**src/rtl/limbus_sys_acortex_st_chan_tracker.sv**
```systemverilog
// Per-channel Avalon-ST framing tracker: read-modify-writes a 2-bit state word per beat in an external state RAM.
// Optional `ACORTEX_ST_ERR_STICKY_EN: keep the err bit so every later beat of a violated packet is flagged.
module limbus_sys_acortex_st_chan_tracker #(
  parameter int CHANNEL_WIDTH = 1,
  parameter int DATA_WIDTH    = 16
) (
  input  logic                     clk,
  input  logic                     reset_n,
  input  logic                     in_valid,
  input  logic                     in_startofpacket,
  input  logic                     in_endofpacket,
  input  logic [CHANNEL_WIDTH-1:0] in_channel,
  input  logic [DATA_WIDTH-1:0]    in_data,
  output logic                     in_ready,
  output logic                     out_valid,
  output logic                     out_startofpacket,
  output logic                     out_endofpacket,
  output logic                     out_error,
  output logic [CHANNEL_WIDTH-1:0] out_channel,
  output logic [DATA_WIDTH-1:0]    out_data,
  input  logic                     out_ready,
  output logic [CHANNEL_WIDTH-1:0] st_wr_address,
  output logic [1:0]               st_wr_writedata,
  output logic                     st_wr_write,
  input  logic                     st_wr_waitrequest,
  output logic [CHANNEL_WIDTH-1:0] st_rd_address,
  input  logic [1:0]               st_rd_readdata
);

`ifdef ACORTEX_ST_ERR_STICKY_EN
  localparam logic STICKY_EN = 1'b1;
`else
  localparam logic STICKY_EN = 1'b0;
`endif

  localparam logic [1:0] ST_IDLE = 2'b00;
  localparam logic [1:0] ST_OPEN = 2'b01;

  // Returns {beat_error, next_state} for one beat given the stored state word {err, inpkt}.
  function automatic logic [2:0] frame_update(input logic sop, input logic eop, input logic [1:0] prev);
    logic       err;
    logic [1:0] open_state;
    if (sop) begin
      err        = prev[0];
      open_state = ST_OPEN;
    end else if (!prev[0]) begin
      err        = 1'b1;
      open_state = {STICKY_EN, 1'b1};
    end else begin
      err        = STICKY_EN & prev[1];
      open_state = {STICKY_EN & prev[1], 1'b1};
    end
    return {err, (eop ? ST_IDLE : open_state)};
  endfunction

  logic                     s1_valid_r;
  logic                     s1_sop_r;
  logic                     s1_eop_r;
  logic [CHANNEL_WIDTH-1:0] s1_channel_r;
  logic [DATA_WIDTH-1:0]    s1_data_r;
  logic                     out_valid_r;
  logic                     out_sop_r;
  logic                     out_eop_r;
  logic                     out_error_r;
  logic [CHANNEL_WIDTH-1:0] out_channel_r;
  logic [DATA_WIDTH-1:0]    out_data_r;
  logic                     ready_en_r;
  logic                     adv_s;
  logic                     in_ready_s;
  logic                     accept_s;
  logic [2:0]               upd_s;

  // Handshake, RAM read address and state write-back for the beat leaving S1.
  always_comb begin
    adv_s           = ~out_valid_r | out_ready;
    in_ready_s      = adv_s & ~st_wr_waitrequest & ready_en_r;
    accept_s        = in_valid & in_ready_s;
    upd_s           = frame_update(s1_sop_r, s1_eop_r, st_rd_readdata);
    st_wr_write     = s1_valid_r & adv_s;
    st_wr_address   = s1_channel_r;
    st_wr_writedata = upd_s[1:0];
    if (adv_s) begin
      st_rd_address = in_channel;
    end else begin
      st_rd_address = s1_channel_r;
    end
  end

  // Keeps in_ready low through reset, independent of the RAM's waitrequest.
  always_ff @(posedge clk or negedge reset_n) begin
    if (!reset_n) begin
      ready_en_r <= 1'b0;
    end else begin
      ready_en_r <= 1'b1;
    end
  end

  // S1 and output register advance together; both hold during a stall.
  always_ff @(posedge clk or negedge reset_n) begin
    if (!reset_n) begin
      s1_valid_r    <= 1'b0;
      s1_sop_r      <= 1'b0;
      s1_eop_r      <= 1'b0;
      s1_channel_r  <= {CHANNEL_WIDTH{1'b0}};
      s1_data_r     <= {DATA_WIDTH{1'b0}};
      out_valid_r   <= 1'b0;
      out_sop_r     <= 1'b0;
      out_eop_r     <= 1'b0;
      out_error_r   <= 1'b0;
      out_channel_r <= {CHANNEL_WIDTH{1'b0}};
      out_data_r    <= {DATA_WIDTH{1'b0}};
    end else if (adv_s) begin
      s1_valid_r    <= accept_s;
      s1_sop_r      <= in_startofpacket;
      s1_eop_r      <= in_endofpacket;
      s1_channel_r  <= in_channel;
      s1_data_r     <= in_data;
      out_valid_r   <= s1_valid_r;
      out_sop_r     <= s1_sop_r;
      out_eop_r     <= s1_eop_r;
      out_error_r   <= s1_valid_r & upd_s[2];
      out_channel_r <= s1_channel_r;
      out_data_r    <= s1_data_r;
    end
  end

  assign in_ready          = in_ready_s;
  assign out_valid         = out_valid_r;
  assign out_startofpacket = out_sop_r;
  assign out_endofpacket   = out_eop_r;
  assign out_error         = out_error_r;
  assign out_channel       = out_channel_r;
  assign out_data          = out_data_r;

endmodule

```
**config.mk**
```make
export PLATFORM = sky130hd
export DESIGN_NAME = limbus_sys_acortex_st_chan_tracker
export DESIGN_NICKNAME = d
export VERILOG_FILES = /design/src/rtl/limbus_sys_acortex_st_chan_tracker.sv
export SDC_FILE = /design/constraint.sdc
export NUM_CORES = 1
export LEC_CHECK = 0
export BUFFER_PORTS_ARGS = -buffer_cell sky130_fd_sc_hd__buf_2
export CORE_MARGIN = 8
export CORE_UTILIZATION = 44
export DETAILED_ROUTE_END_ITERATION = 12
export PLACE_DENSITY_LB_ADDON = 0.15
export SYNTH_ARGS = -nofsm -noshare
export SYNTH_HDL_FRONTEND = slang
export SYNTH_SLANG_ARGS = --single-unit
```
**constraint.sdc**
```tcl
create_clock -name clk -period 1.6 [get_ports clk]
set_input_delay 0.24 -clock clk [delete_from_list [all_inputs] [get_ports clk]]
set_output_delay 0.24 -clock clk [all_outputs]
set_load 0.01 [all_outputs]
```
==> impl_results.md <==
- Status: completed
- First-pass GRT wire length: 5270 um
- Synth Instances: 99
- Drt wl/cell: 15.1 um
- Netlist Area Pre-Place: 1790 um2
- CP Data Required Time: 1.36 ns
- Post-route ant nets: 0
- CTS tree: built
- LEAKAGE: 1.10 nW
- Die area: 6360 um2
- Clock share of power: 0.326
- WHS: 0.178 ns
- Power after layout: 2.43 mW
- Remaining DRCs: 0
- CTS sink count: 42
- Sequential share of the synthesized area: 0.588
- Layout area overhead: 24.6%
- Max cap viols: 0
- Total congestion overflow: 0
- Synth Warn #: 0
- Initial Util: 0.454
- Clock Skews: 0.00831 ns
- Synth cell types: 16
- PD cells: 1090 nW/um2
- Worst-path maximum fanout: 4
- Total vias in the final route: 970
- Worst reg-to-reg setup slack: 0.21 ns
- CTS H-tree depth: 2
- Core area: 3940 um2
- Top Ports: 53
- Metal-1 WL: 1320 um
- Via density: 4.64
- Area occupied by multi-input gates: 644 um2
- Clk root buf: clkbuf_8
- Crit path launch type: register
- Top Metal Used: met4
- Clock-pin slew on the worst setup and hold paths: 0.07 ns
- Largest net degree at the start of global routing: 24
- Tcrit/Tclk final: 0.970
- Ant. Diodes: 0
- Reg2Reg Depth: 4
- DRT iter0 DRCs: 28
- Placer Congestion: 0.652
- RSZ-0062 raised after global routing: no
- Mapped Nets: 125
- Critical path type: register to primary output
- Final #Nets: 184
- Routed wl met3: 216 um
- Hold Crit Class: primary input to register
- Detailed placer's ending HPWL: 2320 um
- Metal2 WL: 1570 um
- Pins Over Slew Limit: 0
- Switching power: 0.545 mW
- Seq. cell area: 1050 um2
- Total GRT Usage: 0.107
- Vias in the first global route: 1,106
- CTS buffer count: 5
- Antenna violations before repair: 0
- Synth Register Bits: 42
- VDD IR max: 0.777 mV
- Final Hold Viols: 0
- Die W: 79.7 um
- Min cycle time layout: 1.55 ns
- IO buf count: 50
- Fill cell count: 327
- Fraction of power spent switching nets: 0.225
- Internal: 1.88 mW
- Finish-stage setup viols: 0
- Crit path DAT: 1.31 ns
- Sequential share of power: 0.503
- Setup TNS: 0 ns
- Clk buf depth: 2
- Syn_area_per_cell: 18.1 um2
- Hold Crit Depth: 2
- Clock Latency Late Sink: 0.29 ns
- Crit end category: primary output
- Die Y: 79.7 um
- Layout cells sized above 1: 0.654
- Total length of routed wires: 3150 um
- FMAX: 644 MHz
- Comb pwr share: 0.171
- Site Rows: 23
- Detailed Routing Iterations Pass 1: 4
## layer usage
layer  vias up  GRT usage
met4         0     0.0382
met1       484      0.118
met3         6     0.0518
met2        29      0.174
li1        451          -
met5         -          0
## cells in the mapped netlist (all sizes together)
library cell   n  area, um2
mux2          38        559
buf            6       90.1
xor2           1       8.76
o31ai          1       7.51
dfrtp         42       1050
mux2i          1       10.0
nor3b          1       7.51
inv            2       7.51
nor2b          1       13.8
nor2           1       3.75
nand3b         2       15.0
conb           2       7.51
or2            1       6.26
## layout by cell type (no fill, tap or decap)
master,n
mux2i_1,1
mux2_4,35
buf_6,1
nor3b_2,1
nor2b_4,1
o31ai_1,1
buf_4,4
buf_2,49
bufinv_16,1
nor2_1,1
clkbuf_1,2
inv_1,2
nand3b_1,2
xor2_1,1
conb_1,2
dlygate4sd3_1,1
clkbuf_8,5
or2_2,1
dfrtp_1,42
mux2_2,3
buf_12,3
## path summary, 6_finish.rpt
path                                  from             to
worst max register to register   out_valid   s1_data_r[4]
min in group asynchronous          reset_n  s1_data_r[12]
worst min-delay path            in_data[1]   s1_data_r[1]
worst min register to register  s1_valid_r      out_valid
worst max-delay path             out_valid  st_rd_address
max in group asynchronous          reset_n       s1_eop_r
## metrics by stage
step,setup WS [ns],std cells,util,instance area (um2)
after global routing,0.00526,209,0.565,2230
after global placement,0.264,196,0.525,2070
after CTS,0.0211,208,0.560,2210
after floorplan,0.201,99,-,1790
final,0.0477,209,0.565,2230
after detailed placement,0.232,196,0.525,2070
## timing repair
action,CTS,global route
hold endpoints to repair,19,0
endpoints found under the setup margin,3,2
gates resized for setup,0,2
pin swaps,0,0
setup buffers,3,1
hold buffers,1,0
## state kept, by name (all words and copies together) (netlist names)
signal and count:
out_channel 1, out_data 16, s1_valid_r 1, st_wr_address 1
s1_sop_r 1, out_endofpacket 1, out_error 1, ready_en_r 1
out_startofpacket 1, out_valid 1, s1_data_r 16, s1_eop_r 1
## worst max-delay path: stages (launching register included)
cell and delay [ns]:
dfrtp_1 0.35, nor2b_4 0.23, mux2_4 0.33, buf_6 0.12
## power groups by stage
stage	Combinational, mW	Sequential (mW)	Clock, mW
floorplan	0.233	1.27	0
global placement	0.397	1.24	0
detailed placement	0.406	1.24	0
CTS	0.418	1.22	0.829
global route	0.448	1.24	0.874
finish	0.414	1.22	0.792
## layout make-up
class | instances | area share
sequential | 42 | 0.472
clock buffer | 7 | 0.0343
timing repair buffer | 58 | 0.160
tap | 50 | 0.0281
multi-input combinational | 49 | 0.289
clock inverter | 1 | 0.0135
inverter | 2 | 0.00337
## kinds of logic (layout without fill, tap and decap cells)
family / Yosys count / count (layout) / share of synthesized area
and+or+nand+nor: 6 / 6 / 0.0259
DFF: 42 / 42 / 0.588
other: 2 / 2 / 0.00420
muxes: 39 / 39 / 0.318
buffers and inverters: 8 / 68 / 0.0546
xor gates and xnor gates: 1 / 1 / 0.00490
AOI/OAI and AO/OA: 1 / 1 / 0.00420
No activity file was read; power rests on OpenSTA's default activity.
